### src/rtl/branch_fallback_gen_if.sv
// ============================================================================
// Module      : branch_fallback_gen_pkg / branch_fallback_gen_if
// Description : Shared types and the resolution/update bus used by
//               branch_fallback_gen.
// Revision    : 1.0 - initial release
// ============================================================================
`default_nettype none

package branch_fallback_gen_pkg;
  typedef logic [31:0] addr_t;

  typedef enum logic [1:0] {
    NO_BRANCH      = 2'd0,
    PREDICT_TAKEN  = 2'd1,
    PREDICT_TARGET = 2'd2,
    DIRECT_JUMP    = 2'd3
  } predict_t;

  // Prediction record captured at fetch time and carried down the pipe
  typedef struct packed {
    predict_t instr_type;
    logic     is_taken;
    addr_t    target_addr;
  } sbe_predict_t;
endpackage

interface branch_fallback_gen_if #(
  parameter int CNT_W = 32
);
  import branch_fallback_gen_pkg::*;

  // Resolution side (execute/commit -> block)
  logic         res_valid_i;
  logic         res_ready_o;
  addr_t        res_pc_i;
  sbe_predict_t res_predict_i;
  logic         res_taken_i;
  addr_t        res_target_i;

  // Redirect back to fetch
  logic         mispredict_o;
  addr_t        redirect_pc_o;

  // Predictor update stream (block -> BHT/BTB)
  logic         fb_ready_i;
  logic         fb_valid_o;
  addr_t        fb_branch_pc_o;
  logic         fb_branch_taken_o;
  addr_t        fb_target_addr_o;
  predict_t     fb_type_o;

  // Statistics
  logic [CNT_W-1:0] stat_branches_o;
  logic [CNT_W-1:0] stat_mispredicts_o;

  // Environment side: offers resolutions, consumes redirects and updates
  modport master (
    output res_valid_i, res_pc_i, res_predict_i, res_taken_i, res_target_i,
    output fb_ready_i,
    input  res_ready_o, mispredict_o, redirect_pc_o,
    input  fb_valid_o, fb_branch_pc_o, fb_branch_taken_o, fb_target_addr_o, fb_type_o,
    input  stat_branches_o, stat_mispredicts_o
  );

  // Block side
  modport slave (
    input  res_valid_i, res_pc_i, res_predict_i, res_taken_i, res_target_i,
    input  fb_ready_i,
    output res_ready_o, mispredict_o, redirect_pc_o,
    output fb_valid_o, fb_branch_pc_o, fb_branch_taken_o, fb_target_addr_o, fb_type_o,
    output stat_branches_o, stat_mispredicts_o
  );
endinterface

`default_nettype wire

### src/rtl/branch_fallback_gen.sv
// ============================================================================
// Module      : branch_fallback_gen
// Description : Resolution-side branch checker. Flags mispredictions with a
//               registered one-cycle redirect and replays predictor updates
//               from a small circular queue, one per cycle.
// Revision    : 1.0 - initial release
// ============================================================================
`default_nettype none

module branch_fallback_gen
  import branch_fallback_gen_pkg::*;
#(
  parameter int FB_DEPTH = 4,
  parameter int CNT_W    = 32
) (
  input  wire logic clk_i,
  input  wire logic rst_i,
  input  wire logic debug_mode_i,
  branch_fallback_gen_if.slave bus
);

  localparam int c_ptr_w = $clog2(FB_DEPTH);
  localparam logic [c_ptr_w:0] c_ptr_one = {{c_ptr_w{1'b0}}, 1'b1};
  localparam logic [CNT_W-1:0] c_cnt_one = {{(CNT_W-1){1'b0}}, 1'b1};

  typedef struct packed {
    addr_t    pc;
    logic     taken;
    addr_t    target;
    predict_t typ;
  } fb_entry_t;

  fb_entry_t          r_mem [FB_DEPTH];
  logic [c_ptr_w:0]   r_head;
  logic [c_ptr_w:0]   r_tail;
  logic               r_mispredict;
  addr_t              r_redirect_pc;
  logic [CNT_W-1:0]   r_stat_br;
  logic [CNT_W-1:0]   r_stat_mis;

  logic               w_empty;
  logic               w_full;
  logic               w_accept;
  logic               w_is_branch;
  logic               w_mispredict;
  logic               w_push;
  logic               w_pop;
  logic               w_fb_valid;
  addr_t              w_redirect_pc;
  fb_entry_t          w_head;
  fb_entry_t          w_new_entry;

  // Full when the pointers agree on index but differ in the wrap bit
  assign w_empty = (r_head == r_tail);
  assign w_full  = (r_head[c_ptr_w] != r_tail[c_ptr_w]) &&
                   (r_head[c_ptr_w-1:0] == r_tail[c_ptr_w-1:0]);

  assign w_accept    = bus.res_valid_i && !w_full;
  assign w_is_branch = (bus.res_predict_i.instr_type != NO_BRANCH);

  // Wrong direction, or right "taken" direction but wrong destination
  assign w_mispredict = w_accept && w_is_branch &&
                        ((bus.res_taken_i != bus.res_predict_i.is_taken) ||
                         (bus.res_taken_i && bus.res_predict_i.is_taken &&
                          (bus.res_target_i != bus.res_predict_i.target_addr)));

  assign w_redirect_pc = bus.res_taken_i ? bus.res_target_i : (bus.res_pc_i + 32'd4);

  // Direction predictions always train; target predictions only on a miss
  assign w_push = w_accept && !debug_mode_i &&
                  ((bus.res_predict_i.instr_type == PREDICT_TAKEN) ||
                   ((bus.res_predict_i.instr_type == PREDICT_TARGET) && w_mispredict));

  assign w_fb_valid = !w_empty && !debug_mode_i;
  assign w_pop      = w_fb_valid && bus.fb_ready_i;

  assign w_new_entry = '{pc:     bus.res_pc_i,
                         taken:  bus.res_taken_i,
                         target: bus.res_target_i,
                         typ:    bus.res_predict_i.instr_type};

  assign w_head = r_mem[r_head[c_ptr_w-1:0]];

  // Queue storage needs no reset: the outputs are masked while empty
  always_ff @(posedge clk_i) begin
    if (w_push) begin
      r_mem[r_tail[c_ptr_w-1:0]] <= w_new_entry;
    end
  end

  // Head/tail pointers; reset empties the queue immediately
  always_ff @(posedge clk_i or posedge rst_i) begin
    if (rst_i) begin
      r_head <= '0;
      r_tail <= '0;
    end else begin
      if (w_push) r_tail <= r_tail + c_ptr_one;
      if (w_pop)  r_head <= r_head + c_ptr_one;
    end
  end

  // One-cycle redirect pulse; the target pc is held between pulses
  always_ff @(posedge clk_i or posedge rst_i) begin
    if (rst_i) begin
      r_mispredict  <= 1'b0;
      r_redirect_pc <= '0;
    end else begin
      r_mispredict <= w_mispredict;
      if (w_mispredict) r_redirect_pc <= w_redirect_pc;
    end
  end

  // Saturating statistics, frozen while the core is halted in debug
  always_ff @(posedge clk_i or posedge rst_i) begin
    if (rst_i) begin
      r_stat_br  <= '0;
      r_stat_mis <= '0;
    end else if (!debug_mode_i) begin
      if (w_accept && w_is_branch && (r_stat_br != '1)) r_stat_br  <= r_stat_br + c_cnt_one;
      if (w_mispredict && (r_stat_mis != '1))           r_stat_mis <= r_stat_mis + c_cnt_one;
    end
  end

  assign bus.res_ready_o        = !w_full;
  assign bus.mispredict_o       = r_mispredict;
  assign bus.redirect_pc_o      = r_redirect_pc;
  assign bus.fb_valid_o         = w_fb_valid;
  assign bus.fb_branch_pc_o     = w_empty ? '0 : w_head.pc;
  assign bus.fb_branch_taken_o  = w_empty ? 1'b0 : w_head.taken;
  assign bus.fb_target_addr_o   = w_empty ? '0 : w_head.target;
  assign bus.fb_type_o          = w_empty ? NO_BRANCH : w_head.typ;
  assign bus.stat_branches_o    = r_stat_br;
  assign bus.stat_mispredicts_o = r_stat_mis;

endmodule

`default_nettype wire
### src/flat_wrapper.sv
// flat-port wrapper written by rule: the top's interface ports become plain ports
module branch_fallback_gen_flat import branch_fallback_gen_pkg::*;
#(
  parameter int FB_DEPTH = 4,
  parameter int CNT_W    = 32
)
  (clk_i, rst_i, debug_mode_i, bus_res_valid_i, bus_res_pc_i, bus_res_predict_i, bus_res_taken_i, bus_res_target_i, bus_fb_ready_i, bus_res_ready_o, bus_mispredict_o, bus_redirect_pc_o, bus_fb_valid_o, bus_fb_branch_pc_o, bus_fb_branch_taken_o, bus_fb_target_addr_o, bus_fb_type_o, bus_stat_branches_o, bus_stat_mispredicts_o);
  branch_fallback_gen_if #(.CNT_W(CNT_W)) bus_i ();
  input  wire logic clk_i;
  input  wire logic rst_i;
  input  wire logic debug_mode_i;
  input wire logic [$bits(bus_i.res_valid_i)-1:0] bus_res_valid_i;
  input wire logic [$bits(bus_i.res_pc_i)-1:0] bus_res_pc_i;
  input wire logic [$bits(bus_i.res_predict_i)-1:0] bus_res_predict_i;
  input wire logic [$bits(bus_i.res_taken_i)-1:0] bus_res_taken_i;
  input wire logic [$bits(bus_i.res_target_i)-1:0] bus_res_target_i;
  input wire logic [$bits(bus_i.fb_ready_i)-1:0] bus_fb_ready_i;
  output wire logic [$bits(bus_i.res_ready_o)-1:0] bus_res_ready_o;
  output wire logic [$bits(bus_i.mispredict_o)-1:0] bus_mispredict_o;
  output wire logic [$bits(bus_i.redirect_pc_o)-1:0] bus_redirect_pc_o;
  output wire logic [$bits(bus_i.fb_valid_o)-1:0] bus_fb_valid_o;
  output wire logic [$bits(bus_i.fb_branch_pc_o)-1:0] bus_fb_branch_pc_o;
  output wire logic [$bits(bus_i.fb_branch_taken_o)-1:0] bus_fb_branch_taken_o;
  output wire logic [$bits(bus_i.fb_target_addr_o)-1:0] bus_fb_target_addr_o;
  output wire logic [$bits(bus_i.fb_type_o)-1:0] bus_fb_type_o;
  output wire logic [$bits(bus_i.stat_branches_o)-1:0] bus_stat_branches_o;
  output wire logic [$bits(bus_i.stat_mispredicts_o)-1:0] bus_stat_mispredicts_o;
  assign bus_i.res_valid_i = bus_res_valid_i;
  assign bus_i.res_pc_i = bus_res_pc_i;
  assign bus_i.res_predict_i = bus_res_predict_i;
  assign bus_i.res_taken_i = bus_res_taken_i;
  assign bus_i.res_target_i = bus_res_target_i;
  assign bus_i.fb_ready_i = bus_fb_ready_i;
  assign bus_res_ready_o = bus_i.res_ready_o;
  assign bus_mispredict_o = bus_i.mispredict_o;
  assign bus_redirect_pc_o = bus_i.redirect_pc_o;
  assign bus_fb_valid_o = bus_i.fb_valid_o;
  assign bus_fb_branch_pc_o = bus_i.fb_branch_pc_o;
  assign bus_fb_branch_taken_o = bus_i.fb_branch_taken_o;
  assign bus_fb_target_addr_o = bus_i.fb_target_addr_o;
  assign bus_fb_type_o = bus_i.fb_type_o;
  assign bus_stat_branches_o = bus_i.stat_branches_o;
  assign bus_stat_mispredicts_o = bus_i.stat_mispredicts_o;
  branch_fallback_gen #(.FB_DEPTH(FB_DEPTH), .CNT_W(CNT_W)) u_core (.clk_i(clk_i), .rst_i(rst_i), .debug_mode_i(debug_mode_i), .bus(bus_i));
endmodule
### config.mk
export PLATFORM = sky130hd
export DESIGN_NAME = branch_fallback_gen_flat
export DESIGN_NICKNAME = d
export VERILOG_FILES = /design/src/rtl/branch_fallback_gen_if.sv /design/src/rtl/branch_fallback_gen.sv /design/src/flat_wrapper.sv
export SDC_FILE = /design/constraint.sdc
export NUM_CORES = 1
export LEC_CHECK = 0
export ABC_AREA = 1
export CELL_PAD_IN_SITES_DETAIL_PLACEMENT = 1
export CELL_PAD_IN_SITES_GLOBAL_PLACEMENT = 1
export CORE_UTILIZATION = 45
export DETAILED_ROUTE_END_ITERATION = 12
export PLACE_DENSITY = 0.94
export SLEW_MARGIN = 15
export SYNTH_ARGS = -nofsm -noshare
export SYNTH_HDL_FRONTEND = slang
export SYNTH_SLANG_ARGS = --single-unit
### constraint.sdc
create_clock -name clk_i -period 12.7 [get_ports clk_i]
set_input_delay 3.81 -clock clk_i [delete_from_list [all_inputs] [get_ports clk_i]]
set_output_delay 3.81 -clock clk_i [all_outputs]
set_load 0.05 [all_outputs]
==> results.cfg <==
[yosys]
avgSynthCellArea_um2 = 9.70
synth_top_family_by_area = simple AND/OR/NAND/NOR gates
syn-instance-count = 1803
ys_types = 38
netlist_area_um2 = 17500
synth_fa_ha_area_share_pct = 0.644
netlist_top_cells_area = edfxtp_1 46%, dfrtp_1 15%, nand2_1 9.4%, nor2_1 6.5%, o32ai_1 3.4%
synth.mux.area_fraction_pct = 0.236
ys_ff_latch = 371
synth_top_area_share_pct = 46.0
synth_xor_area_share_pct = 4.96
synth_seq_area_share_pct = 60.8
synth_top_cell_by_area = edfxtp_1
synth-compound-area-share_pct = 7.18
synth-simple-area-share_pct = 21.0
ys_warn_count = 0
syn_nets = 1917

[timing]
rsz0062_at_grt = no
hold_violations = 0
finalMaxSlewViolations = 0
finalSetupTns_ns = 0
holdWs_ns = 0.478
fin_crit_ns = 9.18
min_period_over_period_pct = 72.2
tightest_slew_ns = 1.02
slew_headroom_pct = 32.0
setup_violations = 0
finClkSkew_ns = 0.0310
fmax_mhz = 109

[global_routing]
grt_first_pass_wirelength_um = 89800
first_global_vias = 15700
grtUsageMet1_pct = 35.0
top_usage_layer = met2
grt-ovfl-total = 0
grtUsageMet2_pct = 52.7
grt_max_degree = 86
use_met3_pct = 7.93
antenna_found_initial = 7
grt_use_total_pct = 30.1

[floorplanning]
die_h_um = 199
die_w_um = 199
core-area_um2 = 37900
start_util_pct = 46.1
dieArea_um2 = 39700
io_pins = 271
rows = 71

[cells_and_area]
drive_gt1_share_pct = 4.85
nets = 2165
synthToLayoutAreaGrowth_pct = 25.5

[cts]
clock_latency_ns = 0.56
htreeDepth = 2
cts.clk_slew.worst_paths_ns = 0.05
cts_tree = built
cts.path.max_buffers = 3
post_cts_buffers = 0
clkSinkCount = 371
cts-root-buf = clkbuf_16
post_cts_resized = 0
cts_hold_buf = 0
numCtsBuffers = 41

[worst_setup_path]
arrival_ns = 5.37
rr_endpoint = u_core.r_mem[0][61]$_DFFE_PP_
r2r_slack_ns = 7.55
crit_start = debug_mode_i
worst_setup_path_start_kind = input pin
timing.rr.start = u_core.r_head[0]$_DFFE_PP0P_
cp.required_ns = 8.89
critical_path.max_fanout = 3
rr_worst_depth = 11
path_class = input pin to output port
crit_end = bus_fb_valid_o
setup.worst_path.end_class = output port

[min_path]
hold_path.class = flip-flop to flip-flop

[routing]
wl_um = 58900
dr.pass1.iters = 5
drtAntennaViolNets = 0
via_per_inst = 5.60
drt_iter0_drc = 843
num_vias = 14500
wl_per_cell_um = 22.7
route.detailed.drc = 0

[place]
place.port_buffers = 270
place_congestion = 0.917
dp_hpwl_um = 39700

[pwr]
power_density_nw_per_um2 = 247
leakagePower_nw = 8.73
ir_drop_mv = 0.167

[run]
cap_violations = 0

[status]
outcome = finished, final reports clean
-- cells in the final DEF, fill, tap and decap left out, drive strengths merged, types with 3 or more instances in the layout --
cell type / instances
a21oi: 11
nor2: 303
nand3: 74
nor4: 13
clkbuf: 61
o21ai: 94
nand2: 444
nand4: 25
or2: 5
o32ai: 67
xor2: 55
clkinv: 11
o211ai: 12
dfrtp: 103
mux2i: 3
bufinv: 3
inv: 159
clkdlybuf4s50: 269
edfxtp: 268
ha: 9
nor3: 28
buf: 13
xnor2: 44
-- routing by layer --
layer  part of all wire, %  up-vias  wire length [um]
met1                    38     7298             22200
met2                    50      530             29500
met5                  0.16        -                92
met4                   3.8       14              2240
li1                      -     6543                 -
met3                   8.1      159              4790
-- sequential cells by signal, summed over array words and instances, names as in the netlist --
name / count
u_core.bus.stat_branches_o: 32
u_core.r_head: 3
u_core.bus.mispredict_o: 1
u_core.bus.redirect_pc_o: 32
u_core.r_tail: 3
u_core.r_mem: 268
u_core.bus.stat_mispredicts_o: 32
-- layout make-up --
class | count | area, um2
sequential | 371 | 10600
multi-input combinational | 1196 | 5970
inverter | 159 | 602
clock inverter | 14 | 140
tap | 511 | 639
timing repair buffer | 282 | 2790
antenna | 2 | 5.00
clock buffer | 61 | 1170
fill | 4212 | 16000
-- per-stage QoR --
step | total power [mW] | setup WS (ns) | std cells | area (um2) | util, %
6_report | 5.43 | 3.52 | 2596 | 22000 | 57.9
5_1_grt | 5.66 | 3.48 | 2594 | 21900 | 57.9
4_1_cts | 5.45 | 3.51 | 2594 | 21900 | 57.9
3_5_place_dp | 4.27 | 3.52 | 2519 | 20600 | 54.4
3_3_place_gp | 4.16 | 3.55 | 2519 | 20600 | 54.4
2_1_floorplan | 3.29 | 4.60 | 1803 | 17500 | -
-- report_power, final --
part / internal, mW / leakage (nW) / total [mW] / switching [mW]
combinational: 0.777 / 4.32 / 2.69 / 1.91
sequential: 1.42 / 3.77 / 1.57 / 0.145
clock: 0.699 / 0.639 / 1.18 / 0.481
total: 2.90 / 8.73 / 5.43 / 2.53
-- synth_stat cells --
master,number
edfxtp_1,268
nor4_2,1
a21oi_2,1
xnor2_1,44
clkbuf_1,54
nor3_1,24
nand3_2,2
a22oi_1,1
a31oi_4,1
buf_1,5
or2_2,5
nand4_1,25
o21ai_1,7
o21ai_0,87
clkinv_1,1
buf_4,6
a21oi_1,10
nand3_1,72
ha_1,9
o31ai_1,2
nor3_2,4
inv_2,5
mux2_2,1
buf_2,12
nor2_1,301
o211ai_2,1
o32ai_1,67
xor2_1,55
o211ai_1,11
nand2_1,440
nand3b_1,2
nor3b_1,2
mux2i_1,3
dfrtp_1,103
nand2_2,4
nor4_1,12
nor2_2,2
inv_1,153
-- logic make-up after synthesis --
group | Yosys count
compound gates | 188
xor+xnor | 99
fa+ha+maj | 9
buf+inv | 236
flops | 371
mux | 4
simple gates | 896
-- how the worst min path moves through the flow --
stage,from,to,slack [ns],depth (start not counted)
floorplan,u_core.r_head[2]$_DFFE_PP0P_,u_core.r_head[2]$_DFFE_PP0P_,0.46,1
global placement,u_core.bus.redirect_pc_o[4]$_DFFE_PP0N_,u_core.bus.redirect_pc_o[4]$_DFFE_PP0N_,0.46,2
detailed placement,u_core.bus.redirect_pc_o[25]$_DFFE_PP0N_,u_core.bus.redirect_pc_o[25]$_DFFE_PP0N_,0.46,2
CTS,u_core.bus.redirect_pc_o[19]$_DFFE_PP0N_,u_core.bus.redirect_pc_o[19]$_DFFE_PP0N_,0.48,2
global route,u_core.bus.redirect_pc_o[20]$_DFFE_PP0N_,u_core.bus.redirect_pc_o[20]$_DFFE_PP0N_,0.51,2
finish,u_core.bus.redirect_pc_o[19]$_DFFE_PP0N_,u_core.bus.redirect_pc_o[19]$_DFFE_PP0N_,0.48,2
-- worst max-delay path, stage by stage --
cell and delay (ns):
clkdlybuf4s50_1 0.40, inv_1 0.13, nand2_1 0.08, inv_1 0.13, clkdlybuf4s50_1 0.82
Note: power is estimated with default switching activity, not from simulation.
